[src/rtl/wave_meter.sv]
// Waveform meter: hysteretic rising-crossing detector that reports period, max, min and
// peak-to-peak amplitude of one cycle of an 8-bit sample stream.
module wave_meter #(
  parameter int unsigned WIDTH      = 8,
  parameter int unsigned CNT_W      = 16,
  parameter int unsigned THRESH     = 128,
  parameter int unsigned HYST       = 8,
  parameter int unsigned MAX_PERIOD = 65535
) (
  input  logic             i_clk,
  input  logic             i_rst_n,
  input  logic             i_sample_en,
  input  logic [WIDTH-1:0] i_wave_in,
  input  logic             i_start,
  input  logic             i_stop,
  input  logic             i_cont,
  output logic             o_busy,
  output logic             o_done,
  output logic             o_timeout,
  output logic [CNT_W-1:0] o_period,
  output logic [WIDTH-1:0] o_wmax,
  output logic [WIDTH-1:0] o_wmin,
  output logic [WIDTH-1:0] o_amplitude
);

  localparam logic [WIDTH-1:0] LowLvl = WIDTH'(THRESH - HYST);
  localparam logic [WIDTH-1:0] ThrLvl = WIDTH'(THRESH);
  localparam logic [CNT_W-1:0] MaxCnt = CNT_W'(MAX_PERIOD);

  typedef enum logic [1:0] {StIdle, StArm, StMeasure} state_e;

  state_e           r_state, w_state_nxt;
  logic             r_low_seen, w_low_seen_nxt;
  logic [CNT_W-1:0] r_cnt, w_cnt_nxt;
  logic [WIDTH-1:0] r_max, w_max_nxt;
  logic [WIDTH-1:0] r_min, w_min_nxt;
  logic             r_done, w_done_nxt;
  logic             r_timeout, w_timeout_nxt;
  logic [CNT_W-1:0] r_period, w_period_nxt;
  logic [WIDTH-1:0] r_wmax, w_wmax_nxt;
  logic [WIDTH-1:0] r_wmin, w_wmin_nxt;
  logic [WIDTH-1:0] r_amp, w_amp_nxt;

  logic             w_low;
  logic             w_event;
  logic [CNT_W-1:0] w_cnt_inc;
  logic [WIDTH-1:0] w_max_in;
  logic [WIDTH-1:0] w_min_in;

  assign w_low     = i_sample_en && (i_wave_in < LowLvl);
  assign w_event   = i_sample_en && r_low_seen && (i_wave_in >= ThrLvl);
  assign w_cnt_inc = r_cnt + CNT_W'(1);
  assign w_max_in  = (i_wave_in > r_max) ? i_wave_in : r_max;
  assign w_min_in  = (i_wave_in < r_min) ? i_wave_in : r_min;

  always_comb begin
    w_state_nxt    = r_state;
    w_low_seen_nxt = r_low_seen;
    w_cnt_nxt      = r_cnt;
    w_max_nxt      = r_max;
    w_min_nxt      = r_min;
    w_done_nxt     = 1'b0;
    w_timeout_nxt  = r_timeout;
    w_period_nxt   = r_period;
    w_wmax_nxt     = r_wmax;
    w_wmin_nxt     = r_wmin;
    w_amp_nxt      = r_amp;

    if (w_low) begin
      w_low_seen_nxt = 1'b1;
    end else if (w_event) begin
      w_low_seen_nxt = 1'b0;
    end

    if (i_stop) begin
      w_state_nxt = StIdle;
    end else begin
      case (r_state)
        StIdle: begin
          if (i_start) begin
            w_state_nxt    = StArm;
            w_low_seen_nxt = 1'b0;
          end
        end
        StArm: begin
          if (w_event) begin
            w_state_nxt = StMeasure;
            w_cnt_nxt   = '0;
            w_max_nxt   = i_wave_in;
            w_min_nxt   = i_wave_in;
          end
        end
        StMeasure: begin
          if (i_sample_en) begin
            w_cnt_nxt = w_cnt_inc;
            if (w_event) begin
              // Terminating sample closes this cycle and, in continuous mode, opens the next.
              w_period_nxt  = w_cnt_inc;
              w_wmax_nxt    = r_max;
              w_wmin_nxt    = r_min;
              w_amp_nxt     = r_max - r_min;
              w_timeout_nxt = 1'b0;
              w_done_nxt    = 1'b1;
              if (i_cont) begin
                w_cnt_nxt = '0;
                w_max_nxt = i_wave_in;
                w_min_nxt = i_wave_in;
              end else begin
                w_state_nxt = StIdle;
              end
            end else if (w_cnt_inc == MaxCnt) begin
              w_period_nxt  = MaxCnt;
              w_wmax_nxt    = w_max_in;
              w_wmin_nxt    = w_min_in;
              w_amp_nxt     = w_max_in - w_min_in;
              w_timeout_nxt = 1'b1;
              w_done_nxt    = 1'b1;
              w_state_nxt   = StIdle;
            end else begin
              w_max_nxt = w_max_in;
              w_min_nxt = w_min_in;
            end
          end
        end
        default: w_state_nxt = StIdle;
      endcase
    end
  end

  always_ff @(posedge i_clk or negedge i_rst_n) begin
    if (!i_rst_n) begin
      r_state    <= StIdle;
      r_low_seen <= 1'b0;
      r_cnt      <= '0;
      r_max      <= '0;
      r_min      <= '0;
      r_done     <= 1'b0;
      r_timeout  <= 1'b0;
      r_period   <= '0;
      r_wmax     <= '0;
      r_wmin     <= '0;
      r_amp      <= '0;
    end else begin
      r_state    <= w_state_nxt;
      r_low_seen <= w_low_seen_nxt;
      r_cnt      <= w_cnt_nxt;
      r_max      <= w_max_nxt;
      r_min      <= w_min_nxt;
      r_done     <= w_done_nxt;
      r_timeout  <= w_timeout_nxt;
      r_period   <= w_period_nxt;
      r_wmax     <= w_wmax_nxt;
      r_wmin     <= w_wmin_nxt;
      r_amp      <= w_amp_nxt;
    end
  end

  assign o_busy      = (r_state != StIdle);
  assign o_done      = r_done;
  assign o_timeout   = r_timeout;
  assign o_period    = r_period;
  assign o_wmax      = r_wmax;
  assign o_wmin      = r_wmin;
  assign o_amplitude = r_amp;

endmodule
[config.mk]
export PLATFORM = sky130hd
export DESIGN_NAME = wave_meter
export DESIGN_NICKNAME = d
export VERILOG_FILES = /design/src/rtl/wave_meter.sv
export SDC_FILE = /design/constraint.sdc
export NUM_CORES = 1
export LEC_CHECK = 0
export ABC_AREA = 0
export CAP_MARGIN = 20
export CORE_ASPECT_RATIO = 1.5
export CORE_MARGIN = 1
export CORE_UTILIZATION = 40
export DETAILED_ROUTE_END_ITERATION = 16
export SKIP_CTS_REPAIR_TIMING = 1
export SLEW_MARGIN = 20
export SYNTH_ARGS = -nofsm -noshare
export SYNTH_HDL_FRONTEND = slang
export SYNTH_SLANG_ARGS = --single-unit
[constraint.sdc]
create_clock -name i_clk -period 4.8 [get_ports i_clk]
set_input_delay 0.72 -clock i_clk [delete_from_list [all_inputs] [get_ports i_clk]]
set_output_delay 0.72 -clock i_clk [all_outputs]
set_load 0.005 [all_outputs]
After elaboration in Yosys (flattened, before gate mapping). Cells that the tools add are included.

Bits in registers: 77. Output and inout port bits: 43. Logic and storage cells: 87.

Multiplexer cells: 45. Reduce and logical (&&, ||, !) cells: 11. Magnitude comparators: 4. Bitwise logic cells: 1. Eq/ne operators: 12. Add/sub/neg operators: 3.

Operator list (number): two-way mux 8 bit (16); two-way mux 16 bit (6); case mux 16 bit (2 select lines) (1); case mux 8 bit (2 select lines) (2); adder 16 x 1 -> 16 bit, second input constant (1); == test 16 bit, second input constant (1); subtractor 8 bit (2); inequality test 3 bit, second input constant (5); two-way mux 2 bit (7); two-way mux 1 bit (12); >= comparator 8 bit, second input constant (1); > comparator 8 bit (1); less-than comparator 8 x 7 -> 1 bit, second input constant (1); less-than comparator 8 bit (1); inequality test 4 bit, second input constant (2); AND reduction 4 bit (2); case mux 2 bit (3 select lines) (1); AND reduction 6 bit (1); nonzero test 2 bit (3); AND reduction 5 bit (1); inequality test 2 bit, second input constant (2); logical AND 1 bit (3); == test 2 x 1 -> 1 bit, second input constant (1); == test 2 bit, second input constant (1); other kinds (2) (2).

Longest topological paths before layout. Gate-level depths: netlist of run 1.

Depth after elaboration: 7. Depth in mapped cells: 20.

Worst setup path before layout of run 1. No wires, ideal clock.

Kind: input port to flip-flop. From: input i_wave_in[1]. To: register r_amp[6], in the netlist o_amplitude[6]. Data required time: 4.674 ns. Library setup time: 0.126 ns. Stages: 17. Path slack: 0.859 ns. Buffers on the path: 0. Arrival time: 3.815 ns. Cells stage by stage: ha_1 > nor2b_1 > o211ai_1 > a21oi_1 > o32ai_2 > mux2i_1 > ha_1 > inv_1 > fa_1 > a21o_1 > a21oi_1 > o21bai_1 > a21oi_1 > xor2_1 > nor2_1 > a21oi_1 > a21oi_1.

Cells in the longest elaborated chain, start to end: 5.

RTL lines: start: declaration (line 13) `input logic [WIDTH-1:0] i_wave_in,`; > comparator 8 bit or less-than comparator 8 bit (tied branches) (line 53, 54); two-way mux 8 bit (on tied branches) (line 53, 54); subtractor 8 bit (line 115) `w_amp_nxt = w_max_in - w_min_in;`; two-way mux 8 bit (line 111) `end else if (w_cnt_inc == MaxCnt) begin`; two-way mux 8 bit (line 96) `if (w_event) begin`; end signal: assignment (line 154) `r_amp <= w_amp_nxt;`; end: declaration (line 42) `logic [WIDTH-1:0] r_amp, w_amp_nxt;`.

Several ways; a longest one is shown, not always the timed one. The select of a mux whose other input is x is not followed. A chain may end at the register's enable or synchronous reset.

Worst setup path in the final report of run 1.
From: input i_wave_in[5]. To: register r_amp[6], in the netlist o_amplitude[6].

Same word-level chain as after synthesis.

==> flow_metrics.env, run 1 <==
export IMPL_critPathBufInv=2
export IMPL_post_drt_wl_per_cell_um=17.5
export IMPL_ioPinCount=57
export IMPL_max_cap_viol_count=0
export IMPL_cts_made_buffers=9
export IMPL_port_buffers=56
export IMPL_area_growth_syn_to_layout_pct=20.4
export IMPL_rsz0062_at_grt="false"
export IMPL_final_period_utilization=0.891
export IMPL_synth_common_cells="dfrtp_1 (77), nor2_1 (60), a21oi_1 (40)"
export IMPL_r2r_slack_ps=920
export IMPL_clock_latency_ps=350
export IMPL_drc=0
export IMPL_path_common_cell="a21oi_1"
export IMPL_vias=4045
export IMPL_max_freq_mhz=234
export IMPL_antenna_found_initial=0
export IMPL_rows=48
export IMPL_drive_gt1_frac=0.105
export IMPL_min_period_ps=4280
export IMPL_fill_cells=1101
export IMPL_clkTransAtPathRegs_ps=70
export IMPL_slew_violations=0
export IMPL_critPathLaunchType="input pin"
export IMPL_nNetsFinal=618
export IMPL_grt_overflow_total=0
export IMPL_yosys_warnings=0
export IMPL_tns_ps=0
export IMPL_grtUsageTotal=0.219
export IMPL_cp_slowest_cell="clkdlybuf4s50_1"
export IMPL_antenna_left=0
export IMPL_synth_area_leaders="dfrtp_1 (40%), ha_1 (9.1%), mux2_2 (4.9%)"
export IMPL_dp_hpwl_mm=9.38
export IMPL_synth_edf_count=0
export IMPL_synthArstFlopShare=1.00
export IMPL_gp_congestion=0.904
export IMPL_worst_r2r_endpoint="o_amplitude[6]$_DFFE_PN0P_"
export IMPL_die_y_um=136
export IMPL_crit_arrival_ps=4490
export IMPL_viasPerCell=5.60
export IMPL_syn_nets=568
export IMPL_r2r_cells=18
export IMPL_wl_mm=12.7
export IMPL_synth_seq_cells=77
export IMPL_synth_top_cell_by_area="dfrtp_1"
export IMPL_grt_max_degree=78
export IMPL_first_global_vias=4121
export IMPL_cellPowerDensity_nw_per_um2=622
export IMPL_crit_type="input pin to flip-flop"
export IMPL_final_util=0.500
export IMPL_path_cells="clkdlybuf4s50_1 -> ha_1 -> a21oi_1 -> nor2_1 -> a211oi_1 -> o21ai_0 -> o21ai_0 -> ha_1 -> inv_1 -> fa_1 -> a21o_1 -> a21oi_1 -> o21bai_1 -> a21oi_1 -> xor2_1 -> nor2_1 -> a21oi_1 -> a21oi_1"
export IMPL_cts_buffer_depth=2
export IMPL_synth_seq_area_share=0.400
export IMPL_outcome="completed"
export IMPL_die_area_um2=12500
export IMPL_yosysMostFrequentCell="dfrtp_1"
export IMPL_core_area_um2=11600
export IMPL_ir_drop_mv=0.217
export IMPL_r2r_start="r_max[1]$_DFFE_PN0P_"
export IMPL_synth_cell_types=57
export IMPL_die_x_um=91.6
export IMPL_drt_iter0_drc=152
export IMPL_finalSetupViolations=0
export IMPL_synth_area_um2=4820
export IMPL_synthFlopType="dfrtp_1"
export IMPL_avgSynthCellArea_um2=9.32
export IMPL_hold_viol=0
export IMPL_end_kind="flip-flop"
export IMPL_worst_pin_slew_ps=851
export IMPL_synthCells=517
export IMPL_clock_sinks=77
export IMPL_path_delay_family="compound AO/OA/AOI/OAI gates"
export IMPL_start_util=0.416
export IMPL_fin_ws_ps=523
export IMPL_max_stage_delay_ps=610
export IMPL_place_ws_ps=220
export IMPL_diodes=0
export IMPL_cts_root_buf="clkbuf_16"
export IMPL_first_pass_iters=4
export IMPL_yosysTopAreaCellShare=0.400
export IMPL_crit_fanout=7
export IMPL_cp_required_ps=5010
export IMPL_htreeDepth=3
export IMPL_worstHoldPathType="input pin to async pin"
export IMPL_skew_ps=12.1
export IMPL_grt_pass1_wl_mm=20.9
export IMPL_cts_tree="done"
export IMPL_slew_headroom=0.430
export IMPL_p_leak_uw=0.00256
==> metrics by stage <==
| step | instances | total power (µW) | cell area, µm² | hold slack [ps] |
|---|---|---|---|---|
| floorplan | 517 | 2310 | 4820 | 424 |
| global placement | 706 | 2920 | 5520 | 496 |
| detailed placement | 706 | 2970 | 5520 | 509 |
| CTS | 722 | 3640 | 5800 | 521 |
| global route | 722 | 3910 | 5800 | 447 |
| finish | 722 | 3610 | 5800 | 380 |
==> cell usage in the layout, fill, tap and decap left out, types with 3 or more instances in the layout <==
cell type | Yosys | layout
a211o_1 | 3 | 3
a211oi_1 | 3 | 3
a21o_1 | 5 | 5
a21oi_1 | 40 | 40
a22oi_1 | 18 | 18
and3_1 | 3 | 3
buf_4 | 1 | 8
clkbuf_16 | 0 | 9
clkdlybuf4s50_1 | 0 | 55
clkinvlp_4 | 0 | 3
dfrtp_1 | 77 | 77
ha_1 | 35 | 35
inv_1 | 31 | 31
mux2_2 | 21 | 21
mux2i_1 | 13 | 13
nand2_1 | 33 | 33
nand3_1 | 17 | 17
nand4_1 | 5 | 5
nor2_1 | 60 | 60
nor2b_1 | 5 | 5
nor3_1 | 9 | 8
nor4_1 | 3 | 3
o21ai_0 | 38 | 38
o22ai_1 | 7 | 7
o31ai_1 | 7 | 7
xnor2_1 | 18 | 18
xor2_1 | 6 | 6
==> sequential cells by signal (all words and copies together) (netlist names) <==
| name | cells |
|---|---|
| o_wmax | 8 |
| r_low_seen | 1 |
| r_cnt | 16 |
| o_wmin | 8 |
| r_min | 8 |
| o_timeout | 1 |
| r_state | 2 |
| o_period | 16 |
| r_max | 8 |
| o_amplitude | 8 |
| o_done | 1 |
==> cell families after synthesis <==
kind of cell               Yosys count  synth area share
and+or+nand+nor                    154             0.156
AOI/OAI and AO/OA                  134             0.173
muxes                               34            0.0761
DFF                                 77             0.400
buffers and inverters               56            0.0475
xor gates and xnor gates            25            0.0483
adders and majority gates           37            0.0992
==> final cells by class <==
cell class                      instances  area, µm²  share of cell area
Clock buffer                            9        225              0.0388
Clock inverter                          7       56.3             0.00971
Sequential cell                        77       1930               0.332
Timing Repair Buffer                   64        622               0.107
Tap cell                              150        188              0.0324
Multi-Input combinational cell        384       2670               0.460
Inverter                               31        116              0.0201
==> metal layers <==
| layer | wire, µm | up-vias | part of all wire | GRT usage |
|---|---|---|---|---|
| met3 | 373 | 31 | 0.029 | 0.0319 |
| met5 | 0 | - | 0 | 0 |
| met2 | 7000 | 92 | 0.55 | 0.412 |
| li1 | - | 1941 | - | - |
| met4 | 530 | 0 | 0.042 | 0.120 |
| met1 | 4760 | 1981 | 0.38 | 0.232 |
==> power by group <==
part           internal [µW]  switching [µW]
clock                    357             301
combinational            992             942
sequential               840             178
==> worst max path at each step <==
stage | start | end | slack [ps] | cells past startpoint
6_report | i_wave_in[5] | o_amplitude[6]$_DFFE_PN0P_ | 520 | 18
5_1_grt | i_wave_in[5] | o_amplitude[6]$_DFFE_PN0P_ | 170 | 18
4_1_cts | i_wave_in[1] | o_amplitude[6]$_DFFE_PN0P_ | 550 | 18
3_5_place_dp | i_wave_in[1] | o_amplitude[6]$_DFFE_PN0P_ | 220 | 18
3_3_place_gp | i_wave_in[1] | o_amplitude[6]$_DFFE_PN0P_ | 310 | 18
2_1_floorplan | i_wave_in[1] | o_amplitude[6]$_DFFE_PN0P_ | 860 | 17
Power figures use the tool's default switching activity.
==> inputs of run 2 (changes only) <==
--- a/config.mk
+++ b/config.mk
@@ -7,7 +7,7 @@
 export LEC_CHECK = 0
 export ABC_AREA = 0
 export CAP_MARGIN = 20
-export CORE_ASPECT_RATIO = 1.5
+export CORE_ASPECT_RATIO = 0.8
 export CORE_MARGIN = 1
 export CORE_UTILIZATION = 40
 export DETAILED_ROUTE_END_ITERATION = 16
==> flow_metrics.env, run 2 (synthesized netlist as in run 1, its figures left out) <==
export IMPL_outcome="completed"
export IMPL_port_buffers=56
export IMPL_diodes=0
export IMPL_area_growth_syn_to_layout_pct=20.4
export IMPL_dpl_cell_area_um2=5510
export IMPL_max_freq_mhz=233
export IMPL_htreeDepth=3
export IMPL_worst_pin_slew_ps=895
export IMPL_path_cells="clkdlybuf4s50_1 -> ha_1 -> nor2b_1 -> o211ai_1 -> a21oi_1 -> o32ai_2 -> mux2i_1 -> ha_1 -> inv_1 -> fa_1 -> a21o_1 -> a21oi_1 -> o21bai_1 -> a21oi_1 -> xor2_1 -> nor2_1 -> a21oi_1 -> a21oi_1"
export IMPL_rows=35
export IMPL_grt_pass1_wl_mm=20.4
export IMPL_die_x_um=125
export IMPL_die_area_um2=12500
export IMPL_grt_max_degree=78
export IMPL_die_y_um=100
export IMPL_final_common_cell="dfrtp_1"
export IMPL_core_area_um2=11600
export IMPL_r2r_slack_ps=880
export IMPL_antenna_found_initial=0
export IMPL_dp_hpwl_mm=9.12
export IMPL_final_period_utilization=0.894
export IMPL_drt_iter0_drc=331
export IMPL_nNetsFinal=618
export IMPL_cp_startpoint="i_wave_in[1]"
export IMPL_place_ws_ps=192
export IMPL_p_switching_uw=1430
export IMPL_crit_arrival_ps=4500
export IMPL_tns_ps=0
export IMPL_switching_share=0.396
export IMPL_clock_sinks=77
export IMPL_start_util=0.415
export IMPL_cts_tree="done"
export IMPL_r2r_cells=18
export IMPL_worst_r2r_endpoint="o_amplitude[6]$_DFFE_PN0P_"
export IMPL_crit_type="input pin to flip-flop"
export IMPL_cellPowerDensity_nw_per_um2=623
export IMPL_min_period_ps=4290
export IMPL_pwr_share_clk=0.181
export IMPL_slew_violations=0
export IMPL_rsz0062_at_grt="false"
export IMPL_fin_area_um2=5800
export IMPL_p_leak_uw=0.00257
export IMPL_crit_fanout=6
export IMPL_grtUsageTotal=0.209
export IMPL_max_stage_delay_ps=500
export IMPL_power_frac_seq=0.284
export IMPL_max_cap_viol_count=0
export IMPL_fill_cells=1117
export IMPL_ir_drop_mv=0.262
export IMPL_critPathLaunchType="input pin"
export IMPL_antenna_left=0
export IMPL_grt_overflow_total=0
export IMPL_final_cell_mix="dfrtp_1 (77), nor2_1 (60), clkdlybuf4s50_1 (55), a21oi_1 (40), o21ai_0 (38)"
export IMPL_first_pass_iters=5
export IMPL_clkTransAtPathRegs_ps=70
export IMPL_finalSetupViolations=0
export IMPL_ioPinCount=57
export IMPL_vias=3967
export IMPL_cts_buffer_depth=2
export IMPL_first_global_vias=3725
export IMPL_viasPerCell=5.51
export IMPL_drive_gt1_frac=0.105
export IMPL_combPwrFrac=0.535
export IMPL_hold_viol=0
export IMPL_p_total_uw=3610
export IMPL_path_common_cell="a21oi_1"
export IMPL_r2r_start="r_max[1]$_DFFE_PN0P_"
export IMPL_drc=0
export IMPL_cts_made_buffers=9
export IMPL_worstHoldPathType="input pin to async pin"
export IMPL_fin_ws_ps=510
export IMPL_clock_latency_ps=340
export IMPL_wl_mm=12.3
export IMPL_cp_required_ps=5010
export IMPL_gp_congestion=0.920
export IMPL_slew_headroom=0.402
export IMPL_end_kind="flip-flop"
export IMPL_skew_ps=8.43
export IMPL_cts_root_buf="clkbuf_16"
export IMPL_post_drt_wl_per_cell_um=17.1
export IMPL_cp_slowest_cell="clkdlybuf4s50_1"
export IMPL_internal_power_uw=2180
==> run 2: critical path: cells and delay by family <==
kind,cells,cell delay (ps)
xor+xnor,1,150
fa+ha+maj,3,960
compound gates,9,1580
mux,1,310
simple gates,2,190
buf+inv,2,560
==> run 2: power by group through the flow <==
| stage | registers [µW] | logic, µW | clock network, µW |
|---|---|---|---|
| after floorplan | 983 | 1320 | 0 |
| after global placement | 1030 | 1870 | 0 |
| after detailed placement | 1030 | 1910 | 0 |
| after CTS | 1020 | 1920 | 672 |
| after global routing | 1050 | 2130 | 695 |
| final | 1030 | 1930 | 655 |
==> run 2: per-stage QoR <==
stage / hold WS, ps / utilization / cells
final: 397 / 0.500 / 720
after global routing: 465 / 0.500 / 720
after CTS: 531 / 0.500 / 720
after detailed placement: 518 / 0.475 / 704
after global placement: 494 / 0.475 / 704
after floorplan: 424 / - / 517
==> run 2: worst max path at each step <==
stage                                             to
after floorplan           o_amplitude[6]$_DFFE_PN0P_
after global placement    o_amplitude[6]$_DFFE_PN0P_
after detailed placement  o_amplitude[6]$_DFFE_PN0P_
after CTS                 o_amplitude[6]$_DFFE_PN0P_
after global routing      o_amplitude[6]$_DFFE_PN0P_
final                     o_amplitude[6]$_DFFE_PN0P_
==> run 2: routing by layer <==
layer  track usage  up-vias  part of all wire  wire [µm]
met4        0.0593        0             0.010        127
li1              -     1935                 -          -
met5             0        -                 0          0
met1         0.348     1916              0.56       6890
met3        0.0458        9             0.064        790
met2         0.257      107              0.37       4510
==> run 2: area by class of cell <==
cell class | count | area (µm²) | area share
flip-flops and latches | 77 | 1930 | 0.332
repair buffers | 64 | 622 | 0.107
clock inverters | 7 | 58.8 | 0.0101
inverters | 31 | 116 | 0.0201
clock buffers | 9 | 225 | 0.0388
well taps | 148 | 185 | 0.0319
multi-input cells | 384 | 2670 | 0.460
